<file path="src/rtl/payment_collector.sv">
// -----------------------------------------------------------------------------
// payment_collector
//
// Payment accumulator for the bar-code checkout path. A price loaded in IDLE
// opens a collection session. Bank notes of four configurable denominations
// are then accumulated as credit. A one-cycle vend pulse fires once the credit
// covers the price. Any remainder is paid out as change, and on cancel or
// timeout the credit is refunded. Payout uses a req/ack handshake with the
// change dispenser, one CHANGE_UNIT per acknowledge.
//
// Ports
//   clk            in   rising-edge clock
//   rst_n          in   asynchronous active-low reset
//   price_valid_i  in   one-cycle strobe loading price_i (IDLE only)
//   price_i        in   product price, CREDIT_W bits
//   note_valid_i   in   one-cycle strobe: a note is presented
//   note_code_i    in   denomination select (0..3)
//   cancel_i       in   customer abort
//   change_ack_i   in   dispenser has paid one CHANGE_UNIT
//   credit_o       out  current credit (registered)
//   state_o        out  00 IDLE, 01 COLLECT, 10 CHANGE, 11 REFUND
//   note_accept_o  out  one-cycle pulse: note taken
//   note_reject_o  out  one-cycle pulse: note returned
//   vend_o         out  one-cycle pulse: product released
//   change_req_o   out  level: dispenser must pay one CHANGE_UNIT
// -----------------------------------------------------------------------------
module payment_collector #(
  parameter int CREDIT_W       = 8,
  parameter int DENOM0         = 10,
  parameter int DENOM1         = 20,
  parameter int DENOM2         = 50,
  parameter int DENOM3         = 0,
  parameter int MAX_CREDIT     = 200,
  parameter int CHANGE_UNIT    = 10,
  parameter int TIMEOUT_CYCLES = 1000
) (
  input  logic                clk,
  input  logic                rst_n,
  input  logic                price_valid_i,
  input  logic [CREDIT_W-1:0] price_i,
  input  logic                note_valid_i,
  input  logic [1:0]          note_code_i,
  input  logic                cancel_i,
  input  logic                change_ack_i,
  output logic [CREDIT_W-1:0] credit_o,
  output logic [1:0]          state_o,
  output logic                note_accept_o,
  output logic                note_reject_o,
  output logic                vend_o,
  output logic                change_req_o
);

  // The timer only has to reach TIMEOUT_CYCLES-1, so clog2(TIMEOUT_CYCLES)
  // bits are enough.
  localparam int TIMER_W = (TIMEOUT_CYCLES > 1) ? $clog2(TIMEOUT_CYCLES) : 1;
  localparam logic TIMEOUT_EN = (TIMEOUT_CYCLES != 0);

  localparam logic [CREDIT_W-1:0] MAX_CR   = CREDIT_W'(MAX_CREDIT);
  localparam logic [CREDIT_W:0]   MAX_CR_W = (CREDIT_W+1)'(MAX_CREDIT);
  localparam logic [CREDIT_W-1:0] UNIT_CR  = CREDIT_W'(CHANGE_UNIT);
  localparam logic [TIMER_W-1:0]  TIMER_LAST = TIMER_W'(TIMEOUT_CYCLES - 1);

  localparam int DENOM_TAB [4] = '{DENOM0, DENOM1, DENOM2, DENOM3};

  typedef enum logic [1:0] {
    S_IDLE    = 2'b00,
    S_COLLECT = 2'b01,
    S_CHANGE  = 2'b10,
    S_REFUND  = 2'b11
  } state_t;

  state_t              state_q, state_d;
  logic [CREDIT_W-1:0] credit_q, credit_d;
  logic [CREDIT_W-1:0] price_q, price_d;
  logic [TIMER_W-1:0]  timer_q, timer_d;
  logic                accept_q, accept_d;
  logic                reject_q, reject_d;
  logic                vend_q, vend_d;

  // Denomination values widened to CREDIT_W+1 bits so the credit + note sum
  // cannot wrap before it is compared against MAX_CREDIT.
  logic [CREDIT_W:0] denom_val [4];

  genvar gi;
  generate
    for (gi = 0; gi < 4; gi++) begin : g_denom
      assign denom_val[gi] = (CREDIT_W+1)'(DENOM_TAB[gi]);
    end
  endgenerate

  logic [CREDIT_W:0] note_value;
  logic [CREDIT_W:0] note_sum;
  logic [CREDIT_W:0] remainder;
  logic              note_ok;
  logic              price_ok;
  logic              credit_ge_unit;
  logic              timeout_hit;
  logic              paying;

  assign note_value     = denom_val[note_code_i];
  assign note_sum       = {1'b0, credit_q} + note_value;
  assign remainder      = note_sum - {1'b0, price_q};
  // A zero-valued denomination marks a disabled note code.
  assign note_ok        = (note_value != '0) && (note_sum <= MAX_CR_W);
  assign price_ok       = (price_i != '0) && (price_i <= MAX_CR);
  assign credit_ge_unit = (credit_q >= UNIT_CR);
  assign timeout_hit    = TIMEOUT_EN && (timer_q == TIMER_LAST);
  assign paying         = (state_q == S_CHANGE) || (state_q == S_REFUND);

  // ---------------------------------------------------------------------------
  // Next-state and registered-output logic
  // ---------------------------------------------------------------------------
  always_comb begin
    state_d  = state_q;
    credit_d = credit_q;
    price_d  = price_q;
    timer_d  = timer_q;
    accept_d = 1'b0;
    reject_d = 1'b0;
    vend_d   = 1'b0;

    case (state_q)
      S_IDLE: begin
        credit_d = '0;
        reject_d = note_valid_i;
        if (price_valid_i && price_ok) begin
          price_d = price_i;
          timer_d = '0;
          state_d = S_COLLECT;
        end
      end

      S_COLLECT: begin
        if (cancel_i) begin
          // Cancel takes priority over a note presented in the same cycle.
          reject_d = note_valid_i;
          state_d  = (credit_q != '0) ? S_REFUND : S_IDLE;
        end else if (note_valid_i && note_ok) begin
          accept_d = 1'b1;
          timer_d  = '0;
          if (note_sum < {1'b0, price_q}) begin
            credit_d = note_sum[CREDIT_W-1:0];
          end else begin
            vend_d   = 1'b1;
            credit_d = remainder[CREDIT_W-1:0];
            state_d  = (remainder != '0) ? S_CHANGE : S_IDLE;
          end
        end else begin
          // No accepted note this cycle: a presented note bounces and the
          // idle timer keeps running.
          reject_d = note_valid_i;
          if (timeout_hit) begin
            state_d = (credit_q != '0) ? S_REFUND : S_IDLE;
          end else if (TIMEOUT_EN) begin
            timer_d = timer_q + TIMER_W'(1);
          end
        end
      end

      S_CHANGE, S_REFUND: begin
        reject_d = note_valid_i;
        if (!credit_ge_unit) begin
          // Residual below one unit cannot be dispensed and is dropped.
          credit_d = '0;
          state_d  = S_IDLE;
        end else if (change_ack_i) begin
          credit_d = credit_q - UNIT_CR;
        end
      end

      default: begin
        state_d = S_IDLE;
      end
    endcase
  end

  // ---------------------------------------------------------------------------
  // State registers
  // ---------------------------------------------------------------------------
  always_ff @(posedge clk or negedge rst_n) begin
    if (!rst_n) begin
      state_q  <= S_IDLE;
      credit_q <= '0;
      price_q  <= '0;
      timer_q  <= '0;
      accept_q <= 1'b0;
      reject_q <= 1'b0;
      vend_q   <= 1'b0;
    end else begin
      state_q  <= state_d;
      credit_q <= credit_d;
      price_q  <= price_d;
      timer_q  <= timer_d;
      accept_q <= accept_d;
      reject_q <= reject_d;
      vend_q   <= vend_d;
    end
  end

  // ---------------------------------------------------------------------------
  // Outputs
  // ---------------------------------------------------------------------------
  assign credit_o      = credit_q;
  assign state_o       = state_q;
  assign note_accept_o = accept_q;
  assign note_reject_o = reject_q;
  assign vend_o        = vend_q;
  // Decoded purely from registers so it falls to 0 the moment reset asserts.
  assign change_req_o  = paying && credit_ge_unit;

  // ---------------------------------------------------------------------------
  // Invariants
  // ---------------------------------------------------------------------------
  a_credit_limit: assert property (@(posedge clk) disable iff (!rst_n)
    credit_q <= MAX_CR);

  a_accept_reject_excl: assert property (@(posedge clk) disable iff (!rst_n)
    !(accept_q && reject_q));

endmodule
</file>
<file path="config.mk">
export PLATFORM = sky130hd
export DESIGN_NAME = payment_collector
export DESIGN_NICKNAME = d
export VERILOG_FILES = /design/src/rtl/payment_collector.sv
export SDC_FILE = /design/constraint.sdc
export NUM_CORES = 1
export LEC_CHECK = 0
export ABC_AREA = 1
export BUFFER_PORTS_ARGS = -buffer_cell sky130_fd_sc_hd__buf_2
export CAP_MARGIN = 20
export CORE_MARGIN = 2
export CORE_UTILIZATION = 45
export CTS_BUF_LIST = sky130_fd_sc_hd__clkbuf_4 sky130_fd_sc_hd__clkbuf_8 sky130_fd_sc_hd__clkbuf_16
export DETAILED_ROUTE_END_ITERATION = 10
export GPL_ROUTABILITY_DRIVEN = 0
export MAX_ROUTING_LAYER = met4
export PLACE_DENSITY = 0.76
export SLEW_MARGIN = 20
export SYNTH_ARGS = -nofsm -noshare
export SYNTH_HDL_FRONTEND = slang
export SYNTH_SLANG_ARGS = --single-unit
</file>
<file path="constraint.sdc">
create_clock -name clk -period 3.1 [get_ports clk]
set_input_delay 0.93 -clock clk [delete_from_list [all_inputs] [get_ports clk]]
set_output_delay 0.93 -clock clk [all_outputs]
set_load 0.02 [all_outputs]
</file>
==> results of run 1 <==
[routing by layer]
| layer | track usage | up-vias | share of wire |
|---|---|---|---|
| li1 | - | 1473 | - |
| met1 | 0.283 | 1318 | 0.44 |
| met2 | 0.396 | 75 | 0.49 |
| met3 | 0.0429 | 17 | 0.047 |
| met4 | 0.0767 | 0 | 0.018 |
| met5 | - | - | 0 |
[timing repair]
action | in CTS | in global routing
setup buffers | 5 | 2
hold buffers | 0 | 0
pin swaps | 18 | 1
endpoints found under the setup margin | 11 | 11
resized for setup | 23 | 12
[critical path, cell delays in order]
cell and delay [ns]:
sky130_fd_sc_hd__buf_12 0.12, sky130_fd_sc_hd__inv_16 0.05, sky130_fd_sc_hd__ha_4 0.12, sky130_fd_sc_hd__inv_2 0.03, sky130_fd_sc_hd__nand2_2 0.05, sky130_fd_sc_hd__nand2_2 0.06, sky130_fd_sc_hd__ha_2 0.18, sky130_fd_sc_hd__inv_2 0.05
sky130_fd_sc_hd__nand2_2 0.05, sky130_fd_sc_hd__or2_1 0.21, sky130_fd_sc_hd__nand2_2 0.08, sky130_fd_sc_hd__inv_2 0.05, sky130_fd_sc_hd__ha_4 0.23, sky130_fd_sc_hd__buf_6 0.12, sky130_fd_sc_hd__a21oi_4 0.12, sky130_fd_sc_hd__o21ai_2 0.09
sky130_fd_sc_hd__buf_4 0.14, sky130_fd_sc_hd__inv_1 0.04, sky130_fd_sc_hd__nor2_1 0.03, sky130_fd_sc_hd__nand2_1 0.07, sky130_fd_sc_hd__nand2_1 0.06, sky130_fd_sc_hd__nand2_1 0.08, sky130_fd_sc_hd__nand2_1 0.06, sky130_fd_sc_hd__nor2_1 0.10
sky130_fd_sc_hd__nand3_1 0.09, sky130_fd_sc_hd__nand3_1 0.08, sky130_fd_sc_hd__nand2_1 0.06
[power breakdown]
group	internal [mW]	switching, mW	total, mW
Combinational	1.54	1.89	3.44
Clock	0.174	0.159	0.333
Sequential	0.534	0.139	0.673
[final cells by class]
| class | count | area (um^2) |
|---|---|---|
| clock buffers | 6 | 82.6 |
| clock inverters | 1 | 5.00 |
| fillers | 506 | 2190 |
| inverters | 71 | 297 |
| multi-input cells | 304 | 1890 |
| flip-flops and latches | 31 | 776 |
| well taps | 75 | 93.8 |
| repair buffers | 78 | 551 |
[through the flow]
step | power (mW) | utilization | hold WS (ns)
after floorplan | 2.62 | - | 0.453
after CTS | 4.27 | 0.618 | 0.491
after global placement | 3.62 | 0.584 | 0.468
after detailed placement | 3.69 | 0.584 | 0.475
after global routing | 4.86 | 0.628 | 0.506
final | 4.44 | 0.628 | 0.489
[logic make-up (layout without fill, tap and decap cells)]
kind of cell    Yosys count  after routing  synth area share
simple gates            228            228             0.388
compound gates           44             44            0.0932
buf+inv                  72            156             0.100
xor+xnor                 10             10            0.0320
fa+ha+maj                22             22             0.103
flops                    31             31             0.283
[sequential cells by signal (all words and copies together) (netlist names)]
register / cells
credit_o: 8
note_accept_o: 1
note_reject_o: 1
price_q: 8
state_o: 2
timer_q: 10
vend_o: 1
[worst max path at each step]
stage | slack, ns | cells past startpoint | endpoint | from
after floorplan | -0.15 | 28 | credit_o[6] | note_code_i[1]
after global placement | -0.57 | 23 | state_o[1] | note_code_i[1]
after detailed placement | -0.61 | 27 | state_o[1] | note_code_i[0]
after CTS | -0.06 | 26 | state_o[1] | note_code_i[1]
after global routing | -0.28 | 28 | credit_o[4] | note_code_i[1]
final | -0.1 | 27 | state_o[1] | note_code_i[1]
[placed cells by master (no fill, tap or decap), types with 3 or more instances in the layout]
cell / netlist / final
sky130_fd_sc_hd__nand3_1: 41 / 37
sky130_fd_sc_hd__dfrtp_1: 31 / 31
sky130_fd_sc_hd__ha_1: 21 / 11
sky130_fd_sc_hd__a21oi_2: 1 / 3
sky130_fd_sc_hd__ha_4: 0 / 8
sky130_fd_sc_hd__o21ai_0: 19 / 16
sky130_fd_sc_hd__nor2_1: 24 / 22
sky130_fd_sc_hd__nor3_1: 7 / 6
sky130_fd_sc_hd__nor4_1: 4 / 4
sky130_fd_sc_hd__nand2_4: 3 / 5
sky130_fd_sc_hd__o21ai_1: 6 / 7
sky130_fd_sc_hd__nand3_2: 0 / 4
sky130_fd_sc_hd__clkbuf_8: 0 / 6
sky130_fd_sc_hd__buf_4: 0 / 47
sky130_fd_sc_hd__a21oi_1: 7 / 4
sky130_fd_sc_hd__inv_2: 5 / 9
sky130_fd_sc_hd__inv_1: 64 / 57
sky130_fd_sc_hd__nor2_2: 4 / 6
sky130_fd_sc_hd__xor2_1: 9 / 8
sky130_fd_sc_hd__buf_2: 0 / 27
sky130_fd_sc_hd__nand2_2: 11 / 15
sky130_fd_sc_hd__o21ai_2: 1 / 3
sky130_fd_sc_hd__nand2_1: 118 / 112
sky130_fd_sc_hd__nand4_1: 4 / 4
==> flow_summary.html, run 1 <==
<table>
<tr><th>Metric</th><th>Value</th></tr>
<tr><th colspan="2">Timing</th></tr>
<tr><td>Total count of hold-check failures in the final report</td><td>0</td></tr>
<tr><td>Tightest slew margin relative to the limit</td><td>0.541</td></tr>
<tr><td>Summed negative setup slack over all endpoints</td><td>-0.550 ns</td></tr>
<tr><td>Total of endpoints with negative setup slack in the final report</td><td>10</td></tr>
<tr><td>Minimum clock period</td><td>3.20 ns</td></tr>
<tr><td>Unrepaired setup endpoints after global routing</td><td>yes</td></tr>
<tr><td>Transition time at the pin with the least slew margin</td><td>0.689 ns</td></tr>
<tr><td>Final Max Tran Viols</td><td>0</td></tr>
<tr><td>Final setup margin</td><td>-0.0967 ns</td></tr>
<tr><td>Final worst clock skew</td><td>0.0127 ns</td></tr>
<tr><td>Final clock period utilization by the worst path</td><td>1.03</td></tr>
<tr><td>Fmax</td><td>313 MHz</td></tr>
<tr><th colspan="2">Synthesis</th></tr>
<tr><td>Synth Net Count</td><td>445</td></tr>
<tr><td>Cell area after technology mapping</td><td>2740 um^2</td></tr>
<tr><td>Post-synthesis register bit count</td><td>31</td></tr>
<tr><td>Share of Yosys cell area claimed by the top area cell type</td><td>0.283</td></tr>
<tr><td>List of most frequent post-synthesis cells</td><td>118 x sky130_fd_sc_hd__nand2_1, 64 x sky130_fd_sc_hd__inv_1, 41 x sky130_fd_sc_hd__nand3_1</td></tr>
<tr><td>Primary FF master, synth</td><td>sky130_fd_sc_hd__dfrtp_1</td></tr>
<tr><td>Share of flip-flops with an asynchronous set or reset</td><td>1.00</td></tr>
<tr><td>Top cells by area in the synthesized netlist</td><td>sky130_fd_sc_hd__dfrtp_1 28%, sky130_fd_sc_hd__nand2_1 16%, sky130_fd_sc_hd__ha_1 9.6%</td></tr>
<tr><td>Post-synth top area cell</td><td>sky130_fd_sc_hd__dfrtp_1</td></tr>
<tr><td>Number of flops mapped to enable cells by yosys</td><td>0</td></tr>
<tr><td>Number of instances in the synthesized netlist</td><td>407</td></tr>
<tr><td>Post-Synthesis Mean Instance Area</td><td>6.73 um^2</td></tr>
<tr><td>Share of the yosys chip area belonging to registers</td><td>0.283</td></tr>
<tr><td>Count of warnings emitted by yosys</td><td>0</td></tr>
<tr><td>Most frequent cell after synthesis</td><td>sky130_fd_sc_hd__nand2_1</td></tr>
<tr><td>Number of library cell types mapped by synthesis</td><td>41</td></tr>
<tr><th colspan="2">Placement</th></tr>
<tr><td>Worst setup timing slack at the placement stage</td><td>-0.608 ns</td></tr>
<tr><td>Cell area after placement</td><td>3430 um^2</td></tr>
<tr><td>Port Buffers</td><td>29</td></tr>
<tr><td>Number of placed cells counting well taps</td><td>552</td></tr>
<tr><td>Half-perimeter wire length after placement</td><td>5.68 mm</td></tr>
<tr><th colspan="2">Global routing</th></tr>
<tr><td>Vias in the first global route</td><td>2,658</td></tr>
<tr><td>First-pass GRT wire length</td><td>11.7 mm</td></tr>
<tr><td>Global-route congestion overflow total</td><td>0</td></tr>
<tr><td>Gr usage total</td><td>0.235</td></tr>
<tr><td>Maximum number of pins on one net before global-route repair</td><td>32</td></tr>
<tr><td>Initial antenna violation count</td><td>0</td></tr>
<tr><th colspan="2">Critical path</th></tr>
<tr><td>End of the worst register-to-register path</td><td>state_o[1]</td></tr>
<tr><td>Slack of the worst reg-to-reg path</td><td>0.22 ns</td></tr>
<tr><td>Startpoint of the worst register-to-register path</td><td>credit_o[2]</td></tr>
<tr><td>Data arrival time at the worst-slack endpoint</td><td>3.37 ns</td></tr>
<tr><td>Length in cells of the worst reg-to-reg path</td><td>24</td></tr>
<tr><td>Crit path kind</td><td>in2reg</td></tr>
<tr><td>Crit-path max FO</td><td>3</td></tr>
<tr><td>Worst endpoint required time</td><td>3.27 ns</td></tr>
<tr><td>CP Capture Type</td><td>flop</td></tr>
<tr><td>Startpoint type of the worst setup path</td><td>input pin</td></tr>
<tr><th colspan="2">Drt</th></tr>
<tr><td>Per-cell routed wire length</td><td>12.8 um</td></tr>
<tr><td>DRC marker count from the first detailed-route iteration</td><td>166</td></tr>
<tr><td>Via total after detailed routing</td><td>2,883</td></tr>
<tr><td>First-pass detailed-route iteration total</td><td>4</td></tr>
<tr><td>Per-cell via count in the routed design</td><td>5.09</td></tr>
<tr><td>Residual DRC count</td><td>0</td></tr>
<tr><td>Count of nets left with antenna violations after detail routing</td><td>0</td></tr>
<tr><td>Total wire length after detailed routing</td><td>7.25 mm</td></tr>
<tr><th colspan="2">CTS</th></tr>
<tr><td># H-tree levels</td><td>2</td></tr>
<tr><td>TritonCTS buffer count</td><td>5</td></tr>
<tr><td>TritonCTS clock tree</td><td>built</td></tr>
<tr><td>Cell at the root of the clock tree</td><td>sky130_fd_sc_hd__clkbuf_8</td></tr>
<tr><td>Clock sink count</td><td>31</td></tr>
<tr><td>Buffer depth of the longest clock path</td><td>2</td></tr>
<tr><td>Clock transition time at the flip-flop clock pins of the worst setup and hold paths</td><td>0.07 ns</td></tr>
<tr><td>Latest clock arrival within the worst-skew pair</td><td>0.30 ns</td></tr>
<tr><th colspan="2">Hold path</th></tr>
<tr><td>Min-delay worst type</td><td>reg2reg</td></tr>
<tr><td>Hold wc startpoint</td><td>price_q[3]</td></tr>
<tr><td>Worst Hold Path Cells</td><td>2</td></tr>
<tr><td>End point of the worst hold path</td><td>price_q[3]</td></tr>
<tr><th colspan="2">Floorplanning</th></tr>
<tr><td>Starting density of the core</td><td>0.466</td></tr>
<tr><td>I/O pin count</td><td>30</td></tr>
<tr><td>Overall die area</td><td>6730 um^2</td></tr>
<tr><td>Number of rows in the core area</td><td>28</td></tr>
<tr><td>Core box area</td><td>5890 um^2</td></tr>
<tr><td>Die X-Extent</td><td>82.0 um</td></tr>
<tr><td>Height of the chip</td><td>82.0 um</td></tr>
<tr><th colspan="2">Layout</th></tr>
<tr><td>Final-stage net count</td><td>529</td></tr>
<tr><td>Share of post-route cells with drive strength above 1</td><td>0.316</td></tr>
<tr><td>Inserted Diodes</td><td>0</td></tr>
<tr><td>Final non-filler cell area</td><td>3690 um^2</td></tr>
<tr><td>Number of standard cells in the final layout excluding fillers</td><td>566</td></tr>
<tr><td>Signed area change from the synthesized netlist to the final layout</td><td>34.8%</td></tr>
<tr><th colspan="2">Power and ir drop</th></tr>
<tr><td>Leakage dissipation</td><td>1.97 nW</td></tr>
<tr><td>Power density over the cells</td><td>1200 nW/um^2</td></tr>
<tr><td>Worst ir drop on vdd</td><td>582 uV</td></tr>
<tr><th colspan="2">Flow run</th></tr>
<tr><td>Max-cap check violation count</td><td>0</td></tr>
<tr><th colspan="2">Status</th></tr>
<tr><td>Violated checks</td><td>setup timing</td></tr>
<tr><td>Status</td><td>finished, violations left</td></tr>
</table>
(Power assumes the default switching activity.)
==> run 2, diff against run 1 <==
--- a/config.mk
+++ b/config.mk
@@ -13,7 +13,6 @@
 export CTS_BUF_LIST = sky130_fd_sc_hd__clkbuf_4 sky130_fd_sc_hd__clkbuf_8 sky130_fd_sc_hd__clkbuf_16
 export DETAILED_ROUTE_END_ITERATION = 10
 export GPL_ROUTABILITY_DRIVEN = 0
-export MAX_ROUTING_LAYER = met4
 export PLACE_DENSITY = 0.76
 export SLEW_MARGIN = 20
 export SYNTH_ARGS = -nofsm -noshare
==> constraint.sdc (replaced) <==
create_clock -name clk -period 3.14 [get_ports clk]
set_input_delay 0.942 -clock clk [delete_from_list [all_inputs] [get_ports clk]]
set_output_delay 0.942 -clock clk [all_outputs]
set_load 0.02 [all_outputs]
==> run 2 against run 1 <==
  * Sequential share of layout area grew 0.064 points
  * Global-route usage decreased by 0.67 points
  * Worst setup slack better by 0.034 ns
  * Clock skew decreased by 0.0026 ns
  * Hold slack got worse by 0.0017 ns
  * Final area shrank 0.30%
  * Combinational power is 4% lower
  * Total power is 1.0% lower
  * Critical path type unchanged
  * Routed wire length shrank 2.2%
  * The flow still finishes with violations (setup timing)
  * Die area did not move
  * Clock power increased by 26%
  * Sequential cell count stayed put
==> flow_summary.html, run 2 (synthesis results as in run 1) <==
<table>
<tr><th>Metric</th><th>Value</th></tr>
<tr><th colspan="2">Layout</th></tr>
<tr><td>Commonest cells after routing, fill and taps aside</td><td>113 x sky130_fd_sc_hd__nand2_1, 57 x sky130_fd_sc_hd__inv_1, 48 x sky130_fd_sc_hd__buf_4, 40 x sky130_fd_sc_hd__nand3_1, 31 x sky130_fd_sc_hd__dfrtp_1</td></tr>
<tr><td>Utilization of the core after routing</td><td>0.626</td></tr>
<tr><td>Final-stage net count</td><td>529</td></tr>
<tr><td>Register with the highest flop count</td><td>timer_q</td></tr>
<tr><td>Area of the multi-input gates</td><td>1860 um^2</td></tr>
<tr><td>Most common cell after layout, fill and taps aside</td><td>sky130_fd_sc_hd__nand2_1</td></tr>
<tr><td>Number of flip-flops in the largest register</td><td>10</td></tr>
<tr><td>Signed area change from the synthesized netlist to the final layout</td><td>34.4%</td></tr>
<tr><td>Inserted Diodes</td><td>0</td></tr>
<tr><td>Share of post-route cells with drive strength above 1</td><td>0.305</td></tr>
<tr><td>Number of fillers in the final layout</td><td>522</td></tr>
<tr><td>Flip-flop and latch area</td><td>776 um^2</td></tr>
<tr><th colspan="2">Floorplanning</th></tr>
<tr><td>Number of rows in the core area</td><td>28</td></tr>
<tr><td>Height of the chip</td><td>82.0 um</td></tr>
<tr><td>Overall die area</td><td>6730 um^2</td></tr>
<tr><td>Core box area</td><td>5890 um^2</td></tr>
<tr><td>Die X-Extent</td><td>82.0 um</td></tr>
<tr><td>I/O pin count</td><td>30</td></tr>
<tr><td>Starting density of the core</td><td>0.466</td></tr>
<tr><th colspan="2">Timing</th></tr>
<tr><td>Transition time at the pin with the least slew margin</td><td>0.693 ns</td></tr>
<tr><td>Final Max Tran Viols</td><td>0</td></tr>
<tr><td>Total count of hold-check failures in the final report</td><td>0</td></tr>
<tr><td>Tightest slew margin relative to the limit</td><td>0.538</td></tr>
<tr><td>Final clock period utilization by the worst path</td><td>1.02</td></tr>
<tr><td>Minimum clock period</td><td>3.20 ns</td></tr>
<tr><td>Final worst clock skew</td><td>0.0102 ns</td></tr>
<tr><td>Final setup margin</td><td>-0.0630 ns</td></tr>
<tr><td>Unrepaired setup endpoints after global routing</td><td>yes</td></tr>
<tr><td>Summed negative setup slack over all endpoints</td><td>-0.184 ns</td></tr>
<tr><td>Total of endpoints with negative setup slack in the final report</td><td>8</td></tr>
<tr><td>Fmax</td><td>312 MHz</td></tr>
<tr><th colspan="2">Drt</th></tr>
<tr><td>DRC marker count from the first detailed-route iteration</td><td>167</td></tr>
<tr><td>Per-cell routed wire length</td><td>12.5 um</td></tr>
<tr><td>Count of nets left with antenna violations after detail routing</td><td>0</td></tr>
<tr><td>Per-cell via count in the routed design</td><td>5.04</td></tr>
<tr><td>First-pass detailed-route iteration total</td><td>5</td></tr>
<tr><td>Residual DRC count</td><td>0</td></tr>
<tr><td>Via total after detailed routing</td><td>2,860</td></tr>
<tr><td>Total wire length after detailed routing</td><td>7.09 mm</td></tr>
<tr><th colspan="2">Hold path</th></tr>
<tr><td>Hold wc startpoint</td><td>price_q[2]</td></tr>
<tr><td>Min-delay worst type</td><td>reg2reg</td></tr>
<tr><th colspan="2">CTS</th></tr>
<tr><td>Latest clock arrival within the worst-skew pair</td><td>0.29 ns</td></tr>
<tr><td>Buffer depth of the longest clock path</td><td>2</td></tr>
<tr><td>Cell at the root of the clock tree</td><td>sky130_fd_sc_hd__clkbuf_8</td></tr>
<tr><td>Clock sink count</td><td>31</td></tr>
<tr><td>TritonCTS buffer count</td><td>5</td></tr>
<tr><td>Clock transition time at the flip-flop clock pins of the worst setup and hold paths</td><td>0.07 ns</td></tr>
<tr><td>TritonCTS clock tree</td><td>built</td></tr>
<tr><td># H-tree levels</td><td>2</td></tr>
<tr><th colspan="2">Critical path</th></tr>
<tr><td>Startpoint type of the worst setup path</td><td>input pin</td></tr>
<tr><td>Crit path kind</td><td>in2reg</td></tr>
<tr><td>CP startpoint</td><td>note_code_i[1]</td></tr>
<tr><td>Worst endpoint required time</td><td>3.32 ns</td></tr>
<tr><td>CP Capture Point</td><td>state_o[1]</td></tr>
<tr><td>Slack of the worst reg-to-reg path</td><td>0.26 ns</td></tr>
<tr><td>Crit-path max FO</td><td>3</td></tr>
<tr><td>CP Capture Type</td><td>flop</td></tr>
<tr><td>Data arrival time at the worst-slack endpoint</td><td>3.38 ns</td></tr>
<tr><td>Startpoint of the worst register-to-register path</td><td>credit_o[2]</td></tr>
<tr><td>End of the worst register-to-register path</td><td>state_o[1]</td></tr>
<tr><td>Length in cells of the worst reg-to-reg path</td><td>21</td></tr>
<tr><th colspan="2">Global routing</th></tr>
<tr><td>Vias in the first global route</td><td>2,624</td></tr>
<tr><td>First-pass GRT wire length</td><td>11.8 mm</td></tr>
<tr><td>Initial antenna violation count</td><td>0</td></tr>
<tr><td>Maximum number of pins on one net before global-route repair</td><td>32</td></tr>
<tr><td>Gr usage total</td><td>0.228</td></tr>
<tr><td>Global-route congestion overflow total</td><td>0</td></tr>
<tr><th colspan="2">Power and ir drop</th></tr>
<tr><td>Leakage dissipation</td><td>1.97 nW</td></tr>
<tr><td>Power density over the cells</td><td>1190 nW/um^2</td></tr>
<tr><td>Worst ir drop on vdd</td><td>521 uV</td></tr>
<tr><th colspan="2">Placement</th></tr>
<tr><td>Half-perimeter wire length after placement</td><td>5.68 mm</td></tr>
<tr><td>Port Buffers</td><td>29</td></tr>
<tr><th colspan="2">Status</th></tr>
<tr><td>Status</td><td>finished, violations left</td></tr>
<tr><td>Violated checks</td><td>setup timing</td></tr>
<tr><th colspan="2">Flow run</th></tr>
<tr><td>Max-cap check violation count</td><td>0</td></tr>
</table>
[run 2: cell types whose count changed in the layout (fill, tap and decap cells not counted), sizes merged]
cell / delta
bufinv: +1
[run 2: cell type report]
cell class,count,area share
clock buffers,6,0.0224
clock inverters,2,0.00951
inverters,71,0.0799
multi-input cells,304,0.505
flip-flops and latches,31,0.211
well taps,75,0.0255
repair buffers,78,0.147
[run 2: worst min-delay path by stage]
stage | slack (ns) | cells past startpoint | to
after floorplan | 0.45 | 2 | price_q[1]
after global placement | 0.47 | 2 | price_q[3]
after detailed placement | 0.48 | 2 | price_q[3]
after CTS | 0.49 | 2 | price_q[3]
after global routing | 0.51 | 2 | price_q[1]
final | 0.49 | 2 | price_q[2]
[run 2: critical path, cell delays in order]
cell and delay [ns]:
sky130_fd_sc_hd__buf_12 0.12, sky130_fd_sc_hd__inv_16 0.05, sky130_fd_sc_hd__ha_4 0.12, sky130_fd_sc_hd__inv_2 0.03
sky130_fd_sc_hd__nand2_2 0.05, sky130_fd_sc_hd__nand2_2 0.05, sky130_fd_sc_hd__ha_2 0.18, sky130_fd_sc_hd__inv_2 0.04
sky130_fd_sc_hd__nand2_2 0.05, sky130_fd_sc_hd__or2_1 0.21, sky130_fd_sc_hd__nand2_2 0.08, sky130_fd_sc_hd__inv_2 0.05
sky130_fd_sc_hd__ha_4 0.23, sky130_fd_sc_hd__buf_6 0.12, sky130_fd_sc_hd__a21oi_4 0.12, sky130_fd_sc_hd__o21ai_2 0.08
sky130_fd_sc_hd__xor2_1 0.21, sky130_fd_sc_hd__nand3_1 0.11, sky130_fd_sc_hd__nor2_1 0.10, sky130_fd_sc_hd__nand2_1 0.07
sky130_fd_sc_hd__nor2_2 0.11, sky130_fd_sc_hd__nand3_1 0.09, sky130_fd_sc_hd__nand3_1 0.07, sky130_fd_sc_hd__nand2_1 0.07
[run 2: repair_timing]
item / CTS / global route
endpoints found under the setup margin: 11 / 11
buffers inserted: 5 / 2
pin swaps: 20 / 3
hold buffers: 0 / 0
resized for setup: 19 / 6
cloned: 0 / 0
[run 2: layer usage]
layer / GRT usage / vias to the layer above / part of all wire / wire, um
li1: - / 1483 / - / -
met5: 0 / - / 0 / 0
met1: 0.289 / 1314 / 0.46 / 3250
met2: 0.399 / 55 / 0.49 / 3510
met4: 0.0600 / 0 / 0.010 / 74
met3: 0.0396 / 8 / 0.037 / 261
[run 2: metrics by stage]
stage	worst slack [ns]	total power, mW	instances	area (um^2)	hold WS, ns
2_1_floorplan	-0.120	2.58	407	2880	0.453
3_3_place_gp	-0.544	3.57	552	3430	0.468
3_5_place_dp	-0.580	3.64	552	3430	0.477
4_1_cts	-0.0475	4.28	565	3650	0.492
5_1_grt	-0.259	4.81	567	3680	0.510
6_report	-0.0630	4.40	567	3680	0.487
[run 2: power breakdown]
| part | internal (mW) | switching [mW] | total [mW] |
|---|---|---|---|
| clock | 0.257 | 0.163 | 0.419 |
| combinational | 1.50 | 1.82 | 3.31 |
| sequential | 0.527 | 0.136 | 0.663 |
| total | 2.28 | 2.11 | 4.40 |
==> run 3, diff against run 2 <==
--- a/config.mk
+++ b/config.mk
@@ -11,9 +11,11 @@
 export CORE_MARGIN = 2
 export CORE_UTILIZATION = 45
 export CTS_BUF_LIST = sky130_fd_sc_hd__clkbuf_4 sky130_fd_sc_hd__clkbuf_8 sky130_fd_sc_hd__clkbuf_16
+export CTS_CLUSTER_DIAMETER = 50
 export DETAILED_ROUTE_END_ITERATION = 10
 export GPL_ROUTABILITY_DRIVEN = 0
-export PLACE_DENSITY = 0.76
+export PLACE_DENSITY = 0.78
+export REMOVE_ABC_BUFFERS = 1
 export SLEW_MARGIN = 20
 export SYNTH_ARGS = -nofsm -noshare
 export SYNTH_HDL_FRONTEND = slang
==> constraint.sdc (replaced) <==
create_clock -name clk -period 2.7 [get_ports clk]
set_input_delay 0.81 -clock clk [delete_from_list [all_inputs] [get_ports clk]]
set_output_delay 0.81 -clock clk [all_outputs]
set_load 0.02 [all_outputs]
==> run 3 against run 2 <==
  * The flow still finishes with violations (setup timing)
  * Hold slack gained 0.0038 ns
  * Final cell count grew 4.2%
  * Final area is 12% higher
  * Via count grew 14%
  * Clock skew is 0.0017 ns lower
  * Routed wire length grew 33%
  * Count of clock-buffer cells in the layout up 1
  * Register-to-register slack lost 0.56 ns
  * Sequential cell count stayed put
  * Non-clock buffer count increased by 24
  * Critical path depth grew 2
  * First-iteration DRC count up 49%
  * Critical path type unchanged
  * Critical endpoint unchanged
  * Largest cell class unchanged
  * Highest routed layer unchanged
==> flow_summary.html, run 3 (synthesis results as in run 1) <==
<table>
<tr><th>Metric</th><th>Value</th></tr>
<tr><th colspan="2">Power and ir drop</th></tr>
<tr><td>Worst ir drop on vdd</td><td>772 uV</td></tr>
<tr><td>Sequential share of power</td><td>0.124</td></tr>
<tr><td>Leakage dissipation</td><td>2.14 nW</td></tr>
<tr><td>Fraction of power spent switching nets</td><td>0.519</td></tr>
<tr><td>Combinational power share</td><td>0.804</td></tr>
<tr><td>Cell internal power dissipation</td><td>2.91 mW</td></tr>
<tr><td>Power density over the cells</td><td>1470 nW/um^2</td></tr>
<tr><td>Clock network fraction of design power</td><td>0.072</td></tr>
<tr><td>Switch Pwr</td><td>3.15 mW</td></tr>
<tr><td>Total power</td><td>6.06 mW</td></tr>
<tr><th colspan="2">CTS</th></tr>
<tr><td>Clock sink count</td><td>31</td></tr>
<tr><td>TritonCTS buffer count</td><td>5</td></tr>
<tr><td>Hold buffer count at CTS</td><td>0</td></tr>
<tr><td># H-tree levels</td><td>2</td></tr>
<tr><td>Clock transition time at the flip-flop clock pins of the worst setup and hold paths</td><td>0.07 ns</td></tr>
<tr><td>Buffer depth of the longest clock path</td><td>2</td></tr>
<tr><td>TritonCTS clock tree</td><td>built</td></tr>
<tr><td>Cell at the root of the clock tree</td><td>sky130_fd_sc_hd__clkbuf_8</td></tr>
<tr><td>Latest clock arrival within the worst-skew pair</td><td>0.30 ns</td></tr>
<tr><th colspan="2">Drt</th></tr>
<tr><td>DRC marker count from the first detailed-route iteration</td><td>249</td></tr>
<tr><td>Residual DRC count</td><td>0</td></tr>
<tr><td>Count of nets left with antenna violations after detail routing</td><td>0</td></tr>
<tr><td>First-pass detailed-route iteration total</td><td>6</td></tr>
<tr><td>Via total after detailed routing</td><td>3,259</td></tr>
<tr><td>Total wire length after detailed routing</td><td>9.43 mm</td></tr>
<tr><td>Per-cell routed wire length</td><td>16.0 um</td></tr>
<tr><td>Per-cell via count in the routed design</td><td>5.51</td></tr>
<tr><th colspan="2">Global routing</th></tr>
<tr><td>Initial antenna violation count</td><td>0</td></tr>
<tr><td>First-pass GRT wire length</td><td>13.2 mm</td></tr>
<tr><td>Maximum number of pins on one net before global-route repair</td><td>32</td></tr>
<tr><td>Gr usage total</td><td>0.258</td></tr>
<tr><td>Vias in the first global route</td><td>3,011</td></tr>
<tr><td>Global-route congestion overflow total</td><td>0</td></tr>
<tr><th colspan="2">Timing</th></tr>
<tr><td>Final clock period utilization by the worst path</td><td>1.22</td></tr>
<tr><td>Final worst clock skew</td><td>0.00848 ns</td></tr>
<tr><td>Final setup margin</td><td>-0.586 ns</td></tr>
<tr><td>Minimum clock period</td><td>3.29 ns</td></tr>
<tr><td>Unrepaired setup endpoints after global routing</td><td>yes</td></tr>
<tr><td>Tightest slew margin relative to the limit</td><td>0.515</td></tr>
<tr><td>Transition time at the pin with the least slew margin</td><td>0.728 ns</td></tr>
<tr><td>Fmax</td><td>304 MHz</td></tr>
<tr><td>Total of endpoints with negative setup slack in the final report</td><td>22</td></tr>
<tr><td>Total count of hold-check failures in the final report</td><td>0</td></tr>
<tr><td>Final Max Tran Viols</td><td>0</td></tr>
<tr><th colspan="2">Floorplanning</th></tr>
<tr><td>Starting density of the core</td><td>0.466</td></tr>
<tr><td>Overall die area</td><td>6730 um^2</td></tr>
<tr><td>Number of rows in the core area</td><td>28</td></tr>
<tr><td>Die X-Extent</td><td>82.0 um</td></tr>
<tr><td>Height of the chip</td><td>82.0 um</td></tr>
<tr><td>Core box area</td><td>5890 um^2</td></tr>
<tr><td>I/O pin count</td><td>30</td></tr>
<tr><th colspan="2">Layout</th></tr>
<tr><td>Inserted Diodes</td><td>0</td></tr>
<tr><td>Commonest cells after routing, fill and taps aside</td><td>97 x sky130_fd_sc_hd__nand2_1, 69 x sky130_fd_sc_hd__buf_4, 54 x sky130_fd_sc_hd__inv_1, 31 x sky130_fd_sc_hd__dfrtp_1, 28 x sky130_fd_sc_hd__nand2_2</td></tr>
<tr><td>Utilization of the core after routing</td><td>0.699</td></tr>
<tr><td>Share of post-route cells with drive strength above 1</td><td>0.419</td></tr>
<tr><td>Signed area change from the synthesized netlist to the final layout</td><td>50.2%</td></tr>
<tr><td>Final-stage net count</td><td>553</td></tr>
<tr><td>Most common cell after layout, fill and taps aside</td><td>sky130_fd_sc_hd__nand2_1</td></tr>
<tr><td>Register with the highest flop count</td><td>timer_q</td></tr>
<tr><td>Number of flip-flops in the largest register</td><td>10</td></tr>
<tr><th colspan="2">Critical path</th></tr>
<tr><td>Biggest cell delay along the critical path</td><td>0.29 ns</td></tr>
<tr><td>Worst endpoint required time</td><td>2.88 ns</td></tr>
<tr><td>Crit path kind</td><td>in2reg</td></tr>
<tr><td>Number of buffers and inverters on the critical path</td><td>5</td></tr>
<tr><td>Critical path's top delay family</td><td>simple AND/OR/NAND/NOR gates</td></tr>
<tr><td>Most used cell, CP</td><td>sky130_fd_sc_hd__nand2_1</td></tr>
<tr><td>Cell at the slowest stage of the critical path</td><td>sky130_fd_sc_hd__ha_4</td></tr>
<tr><td>CP Capture Type</td><td>flop</td></tr>
<tr><td>Startpoint type of the worst setup path</td><td>input pin</td></tr>
<tr><td>Data arrival time at the worst-slack endpoint</td><td>3.47 ns</td></tr>
<tr><td>Crit-path max FO</td><td>7</td></tr>
<tr><th colspan="2">Status</th></tr>
<tr><td>Violated checks</td><td>setup timing</td></tr>
<tr><td>Status</td><td>finished, violations left</td></tr>
<tr><th colspan="2">Hold path</th></tr>
<tr><td>Min-delay worst type</td><td>reg2reg</td></tr>
<tr><th colspan="2">Flow run</th></tr>
<tr><td>Max-cap check violation count</td><td>0</td></tr>
<tr><th colspan="2">Placement</th></tr>
<tr><td>Half-perimeter wire length after placement</td><td>6.02 mm</td></tr>
<tr><td>Port Buffers</td><td>29</td></tr>
</table>
run 3: cell types whose count changed in the layout (fill, tap and decap cells not counted), sizes merged:
cell / change
buf: +24
clkinvlp: +1
inv: +1
clkbuf: +1
clkinv: -2
bufinv: -1
run 3: stage by stage:
stage | std cells | hold WS, ns | worst slack [ns] | setup TNS (ns) | instance area (um^2)
3_5_place_dp | 566 | 0.473 | -1.02 | -16.34 | 3400
4_1_cts | 580 | 0.490 | -0.437 | -5.18 | 3810
2_1_floorplan | 406 | 0.453 | -0.630 | -6.35 | 2740
6_report | 591 | 0.491 | -0.586 | -7.06 | 4120
5_1_grt | 591 | 0.522 | -0.761 | -9.64 | 4120
3_3_place_gp | 566 | 0.468 | -0.881 | -14.23 | 3400
run 3: power groups by stage:
stage	Clock [mW]	Sequential, mW	Combinational, mW
3_3_place_gp	0	0.732	3.38
5_1_grt	0.457	0.763	5.24
2_1_floorplan	0	0.817	1.99
6_report	0.438	0.750	4.87
3_5_place_dp	0	0.737	3.49
4_1_cts	0.427	0.742	3.97
run 3: cell type report:
| cell class | instances | area [um^2] |
|---|---|---|
| timing repair buffer | 102 | 733 |
| tap | 75 | 93.8 |
| sequential | 31 | 776 |
| multi-input combinational | 304 | 2120 |
| inverter | 71 | 292 |
| clock buffer | 7 | 96.3 |
| fill | 441 | 1770 |
| clock inverter | 1 | 7.51 |
run 3: path summary, 6_finish.rpt:
kind / startpoint / cells past startpoint / endpoint / slack, ns
max reg2reg: credit_o[2] / 23 / state_o[1] / -0.30
max: note_code_i[1] / 26 / state_o[1] / -0.59
min reg2reg: price_q[2] / 2 / price_q[2] / 0.49
max in group asynchronous: rst_n / 1 / price_q[6] / 1.66
min in group asynchronous: rst_n / 1 / note_reject_o / 0.57
min: price_q[2] / 2 / price_q[2] / 0.49
run 3: layer usage:
layer / track usage / up-vias / wire length (um)
met4: 0.113 / 0 / 496
li1: - / 1520 / -
met2: 0.489 / 175 / 4940
met3: 0.0495 / 48 / 532
met1: 0.272 / 1516 / 3450
met5: 0 / - / 0
run 3: tightest hold or removal path: stages (launching register included):
cell and delay [ns]:
sky130_fd_sc_hd__dfrtp_1 0.35, sky130_fd_sc_hd__nand2_1 0.06, sky130_fd_sc_hd__o21ai_0 0.06
run 3: timing repair:
| action | 4_1_cts | 5_1_grt |
|---|---|---|
| buffers inserted | 6 | 11 |
| setup endpoints to repair | 21 | 22 |
| resized for setup | 58 | 56 |
| pin swaps | 27 | 39 |
| endpoints found under the hold margin | 0 | 0 |
